$ cat src/rtl/csa_resolve_serial.sv
// Serial carry-propagate adder: resolves a carry-save (sum, carry) pair into one binary
// result, CHUNK bits per clock, behind valid/ready handshakes on both sides.
module csa_resolve_serial #(
    parameter int unsigned WIDTH = 14,
    parameter int unsigned CHUNK = 4
) (
    input  logic             clk,
    input  logic             rst,
    input  logic             in_valid,
    output logic             in_ready,
    input  logic [WIDTH-1:0] op_a,
    input  logic [WIDTH-1:0] op_b,
    output logic             out_valid,
    input  logic             out_ready,
    output logic [WIDTH-1:0] out_sum,
    output logic             out_cout,
    output logic             busy
);

    localparam int unsigned NCHUNK = (WIDTH + CHUNK - 1) / CHUNK;
    localparam int unsigned PW     = NCHUNK * CHUNK;
    localparam int unsigned IW     = (NCHUNK > 1) ? $clog2(NCHUNK) : 1;
    localparam int unsigned LASTW  = WIDTH - (NCHUNK - 1) * CHUNK;
    localparam logic [IW-1:0] LAST_IDX = IW'(NCHUNK - 1);

    typedef enum logic [1:0] {StIdle, StRun, StDone} state_t;

    state_t          state_q;
    logic [PW-1:0]   a_q;
    logic [PW-1:0]   b_q;
    logic [IW-1:0]   idx_q;
    logic            carry_q;

    int unsigned     base;
    logic [CHUNK-1:0] a_chunk;
    logic [CHUNK-1:0] b_chunk;
    logic [CHUNK:0]  csum;
    logic            carry_next;
    logic [WIDTH-1:0] sum_d;

    always_comb begin
        base    = CHUNK * idx_q;
        a_chunk = a_q[base +: CHUNK];
        b_chunk = b_q[base +: CHUNK];
        csum    = {1'b0, a_chunk} + {1'b0, b_chunk} + {{CHUNK{1'b0}}, carry_q};
        // Operands are zero-padded, so the last chunk's carry sits just above bit WIDTH-1.
        carry_next = (idx_q == LAST_IDX) ? csum[LASTW] : csum[CHUNK];
        sum_d = out_sum;
        for (int unsigned i = 0; i < CHUNK; i++) begin
            if (base + i < WIDTH) begin
                sum_d[base + i] = csum[i];
            end
        end
    end

    always_ff @(posedge clk) begin
        if (rst) begin
            state_q   <= StIdle;
            in_ready  <= 1'b1;
            out_valid <= 1'b0;
            out_sum   <= '0;
            out_cout  <= 1'b0;
            busy      <= 1'b0;
            a_q       <= '0;
            b_q       <= '0;
            idx_q     <= '0;
            carry_q   <= 1'b0;
        end else begin
            unique case (state_q)
                StIdle: begin
                    if (in_valid && in_ready) begin
                        a_q      <= PW'(op_a);
                        b_q      <= PW'(op_b);
                        idx_q    <= '0;
                        carry_q  <= 1'b0;
                        out_sum  <= '0;
                        out_cout <= 1'b0;
                        in_ready <= 1'b0;
                        busy     <= 1'b1;
                        state_q  <= StRun;
                    end
                end
                StRun: begin
                    out_sum <= sum_d;
                    carry_q <= carry_next;
                    idx_q   <= idx_q + 1'b1;
                    if (idx_q == LAST_IDX) begin
                        out_cout  <= carry_next;
                        busy      <= 1'b0;
                        out_valid <= 1'b1;
                        state_q   <= StDone;
                    end
                end
                StDone: begin
                    if (out_ready) begin
                        out_valid <= 1'b0;
                        in_ready  <= 1'b1;
                        state_q   <= StIdle;
                    end
                end
                default: begin
                    state_q   <= StIdle;
                    in_ready  <= 1'b1;
                    out_valid <= 1'b0;
                    busy      <= 1'b0;
                end
            endcase
        end
    end

endmodule

$ cat config.mk
export PLATFORM = sky130hd
export DESIGN_NAME = csa_resolve_serial
export DESIGN_NICKNAME = d
export VERILOG_FILES = /design/src/rtl/csa_resolve_serial.sv
export SDC_FILE = /design/constraint.sdc
export NUM_CORES = 1
export LEC_CHECK = 0
export ABC_AREA = 1
export CAP_MARGIN = 20
export CORE_ASPECT_RATIO = 0.9
export CORE_UTILIZATION = 34
export CTS_BUF_LIST = sky130_fd_sc_hd__clkbuf_16
export DETAILED_ROUTE_END_ITERATION = 8
export GPL_ROUTABILITY_DRIVEN = 0
export HOLD_SLACK_MARGIN = 0.08
export PLACE_DENSITY_LB_ADDON = 0.15
export SLEW_MARGIN = 20
export SYNTH_ARGS = -nofsm -noshare
export SYNTH_HDL_FRONTEND = slang
export SYNTH_SLANG_ARGS = --single-unit
$ cat constraint.sdc
create_clock -name clk -period 3 [get_ports clk]
set_input_delay 0.3 -clock clk [delete_from_list [all_inputs] [get_ports clk]]
set_output_delay 0.3 -clock clk [all_outputs]
set_load 0.05 [all_outputs]
==> results by stage <==
Outcome:
- The flow ran to the end, and the final reports show no timing, DRC or antenna violations.

GRT:
- The combined global-route utilization of all metal layers is 16.7%.
- The busiest layer in global routing is met2.
- The initial antenna violation count is 0.
- For this run, global-route usage on met2 was measured as 24.2%.
- The first global-routing pass estimated 9.05 mm of wire.
- The met3 routing resource usage after global routing is 3.93%.
- The number of global-route vias before repair is 1930.
- The maximum number of pins on one net before global-route repair is 38.
- The total congestion overflow is 0.
- The met1 demand-to-capacity share in global routing is 24.2%.

Place:
- The number of buffers inserted by port buffering is 49.
- Summed over all nets, the half-perimeter wirelength after detailed placement is 3.90 mm.

Worst hold path:
- The path type of the worst min-delay path is flop to flop.

STA:
- The minimum clock period after layout is 2.53 ns.
- The transition time at the pin with the least slew margin is 0.818 ns.
- The count of pins over their slew limit is 0.
- The highest clock frequency the design can meet is 395 MHz.
- Setup repair after global routing left no endpoint under its margin.
- The post-route fraction of the period consumed by the critical path is 84.4%.
- The total setup violations reported at the end of the flow is 0.
- The headroom to the max-slew limit is 45.4%.
- The number of endpoints with negative hold slack in the final report came to 0.
- The summed negative setup slack over all endpoints is 0 ns.
- For the final database, setup skew stands at 0.00648 ns.

Drt:
- The number of iterations in the first detailed-routing pass is 4.
- The overall routed net length is 5.49 mm.
- The detailed-route via count is 2131.
- The iteration-0 DRC count of the detailed router is 125.
- In the final routed layout, each cell accounts on average for 12.1 µm.
- Once detail routing completed, the nets flagged for antenna violations numbered 0.
- After detailed routing, the number of vias per cell comes to 4.70.
- For this run, design rule violations remaining after detail routing come to 0.

Synthesis:
- The largest total area in the synthesized netlist belongs to dfxtp_1.
- The post-synthesis instance total is 317.
- The synthesized netlist occupies a cell area of 2300 µm².
- For this run, the number of Yosys warnings is 0.
- By area the synthesized netlist is led by dfxtp_1 44%, nor2_1 11%, o21ai_0 8.7%.
- Counting flops with an async set or reset pin after synthesis yields a share of 0%.
- In this run the mean area of a mapped cell was 7.26 µm².
- The commonest register cell after synthesis is dfxtp_1.
- Counting instances in the post-synthesis netlist gives the leading cell types as 68 x nor2_1, 52 x nand2_1, 51 x dfxtp_1.
- The number of nets produced by synthesis is 358.
- Yosys instantiated no cell more often than nor2_1.
- The total of flip-flops plus latches after synthesis is 51.
- The number of synthesized flops with an enable pin is 0.
- In this run, distinct cell masters in the synthesized netlist total 25.
- The synthesized design devotes to its leading area cell type 44.4% of total area.
- The sequential area share after synthesis is 44.4%.

Clock network:
- Clock-pin slew was measured on the worst setup and hold paths at 0.07 ns.
- The number of gates resized after CTS was 0.
- The number of buffers added by the clock tree synthesis step is 5.
- In this run the clock root is driven by a clkbuf_16.
- The clock tree from TritonCTS is done.
- At the later pin of the worst-skew pair, clock insertion delay measures 0.29 ns.
- In this run the post-CTS setup repair buffer count came out at 0.
- The quantity of hold-fixing buffers added after cts is 0.
- The CTS H-tree depth is 2.
- The clock net sink count is 51.
- Counting along the longest clock path gives a buffer depth of 2.

Floorplan:
- The floorplan step set the die width to 88.7 µm.
- The core outline area is 6550 µm².
- The area of the die is 7100 µm².
- Once the floorplan was initialized, standard cells occupied 35.1% of the core.
- The y dimension of the die is 80.0 µm.
- The I/O pin count is 50.
- The floorplan has 28 rows.

Worst setup path:
- The cell at the slowest stage of the critical path is xnor2_1.
- Traced cell by cell, the critical path runs through inv_1, o21ai_0, o22ai_1, fa_1, inv_1, fa_1, xnor2_1, nand2_2, nand3_1, nand2_1, inv_1.
- The largest fanout on the critical path is 12.
- The cell that appears most often on the critical path is inv_1.
- The worst setup path is launched from a flop.
- The buffers plus inverters on the worst setup path is 3.
- The critical path data required time is 3.24 ns.
- Grouping stages by cell kind, the critical path spends the most delay in adder cells.
- The endpoint kind of the worst setup timing path is a flop.
- The largest single stage delay on the critical path is 0.42 ns.
- The arrival time of the worst setup path is 2.77 ns.
- The critical path in this run is classified as flop to flop.

Power:
- For this design the static power due to leakage is 1.23 nW.
- The clock share of power is 30.7%.
- The switching power is 0.561 mW.
- The proportion of power drawn by flip-flops and latches is 44.1%.
- Cell internal power was estimated by the tool at 1.21 mW.
- The total power per unit cell area is 591 nW/µm².
- VDD sags by at most 211 µV.
- In this run switching power makes up 31.7% of total power.
- The overall power after layout is 1.77 mW.
- The combinational group share of total power is 25.2%.

Cells and area:
- In the final design database the tool counted 403 nets.
- Of the cells placed in the final design, the portion with a size suffix greater than 1 is 4.68%.
- The number of antenna diodes is 0.
- The synthesis-to-finish area growth is 30.0%.

Run:
- Across the run, the number of max-cap violations was 0.
-- layout by cell type, fill, tap and decap left out --
master and count:
nand2_1 52, dfxtp_1 51, nor2_1 68, a32oi_1 2, fa_1 2, nand3_1 17, o21ai_1 3, inv_1 23
clkbuf_16 5, inv_4 1, inv_2 1, buf_4 2, clkdlybuf4s50_1 49, a21oi_1 25, o22ai_1 2, nor2_4 2
nand2_2 3, clkinv_1 1, nand2_4 1, clkinv_2 2, ha_1 7, o211ai_1 1, o21ai_0 40, nand3b_1 2
xnor2_1 1
-- layer usage --
layer  vias up  part of all wire, %  routed length, µm
li1       1112                    -                  -
met1       966                   53               2900
met2        47                   41               2280
met3         6                  4.5                248
met4         0                  1.2                 65
met5         -                    0                  0
-- power by group through the flow --
stage / logic (mW) / registers, mW / clock network [mW]
2_1_floorplan: 0.280 / 0.825 / 0
3_3_place_gp: 0.443 / 0.796 / 0
3_5_place_dp: 0.444 / 0.795 / 0
4_1_cts: 0.448 / 0.780 / 0.558
5_1_grt: 0.508 / 0.787 / 0.581
6_report: 0.446 / 0.779 / 0.543
-- final timing paths --
path	start	end	slack [ns]	cells after the start
worst min register to register	out_sum[4]	out_sum[4]	0.46	2
worst max-delay path	idx_q[1]	carry_q	0.47	11
worst max register to register	idx_q[1]	carry_q	0.47	11
worst min-delay path	out_sum[4]	out_sum[4]	0.46	2
-- area by class of cell --
class | count | area (µm²)
inverters | 25 | 97.6
clock buffers | 5 | 125
repair buffers | 51 | 505
fillers | 705 | 3560
flip-flops and latches | 51 | 1020
clock inverters | 3 | 12.5
well taps | 90 | 113
multi-input cells | 228 | 1120
-- worst register-to-register path, cell delays in order, from the launching register on --
cell and delay [ns]:
dfxtp_1 0.40, inv_1 0.30, o21ai_0 0.15, o22ai_1 0.20
fa_1 0.25, inv_1 0.06, fa_1 0.38, xnor2_1 0.42
nand2_2 0.11, nand3_1 0.09, nand2_1 0.05, inv_1 0.07
-- cell families after synthesis --
kind of cell    after synthesis  synth area share, %
xor+xnor                      1                0.381
flops                        51                 44.4
fa+ha+maj                     9                 5.55
compound gates               73                 16.4
simple gates                145                 26.2
buf+inv                      38                 7.07
-- flip-flops by register name, indices dropped and copies added (netlist names) --
| name | cells |
|---|---|
| state_q | 2 |
| idx_q | 2 |
| out_cout | 1 |
| in_ready | 1 |
| b_q | 14 |
| carry_q | 1 |
| out_valid | 1 |
| busy | 1 |
| a_q | 14 |
| out_sum | 14 |
-- stage by stage --
stage	setup WS [ns]	utilization (%)	cells	hold slack [ns]	instance area [µm²]
floorplan	0.711	-	317	0.448	2300
global placement	0.612	43.6	445	0.446	2850
detailed placement	0.510	43.6	445	0.450	2850
CTS	0.507	45.7	453	0.462	2990
global route	0.208	45.7	453	0.481	2990
finish	0.467	45.7	453	0.459	2990
No activity file was read; power rests on OpenSTA's default activity.
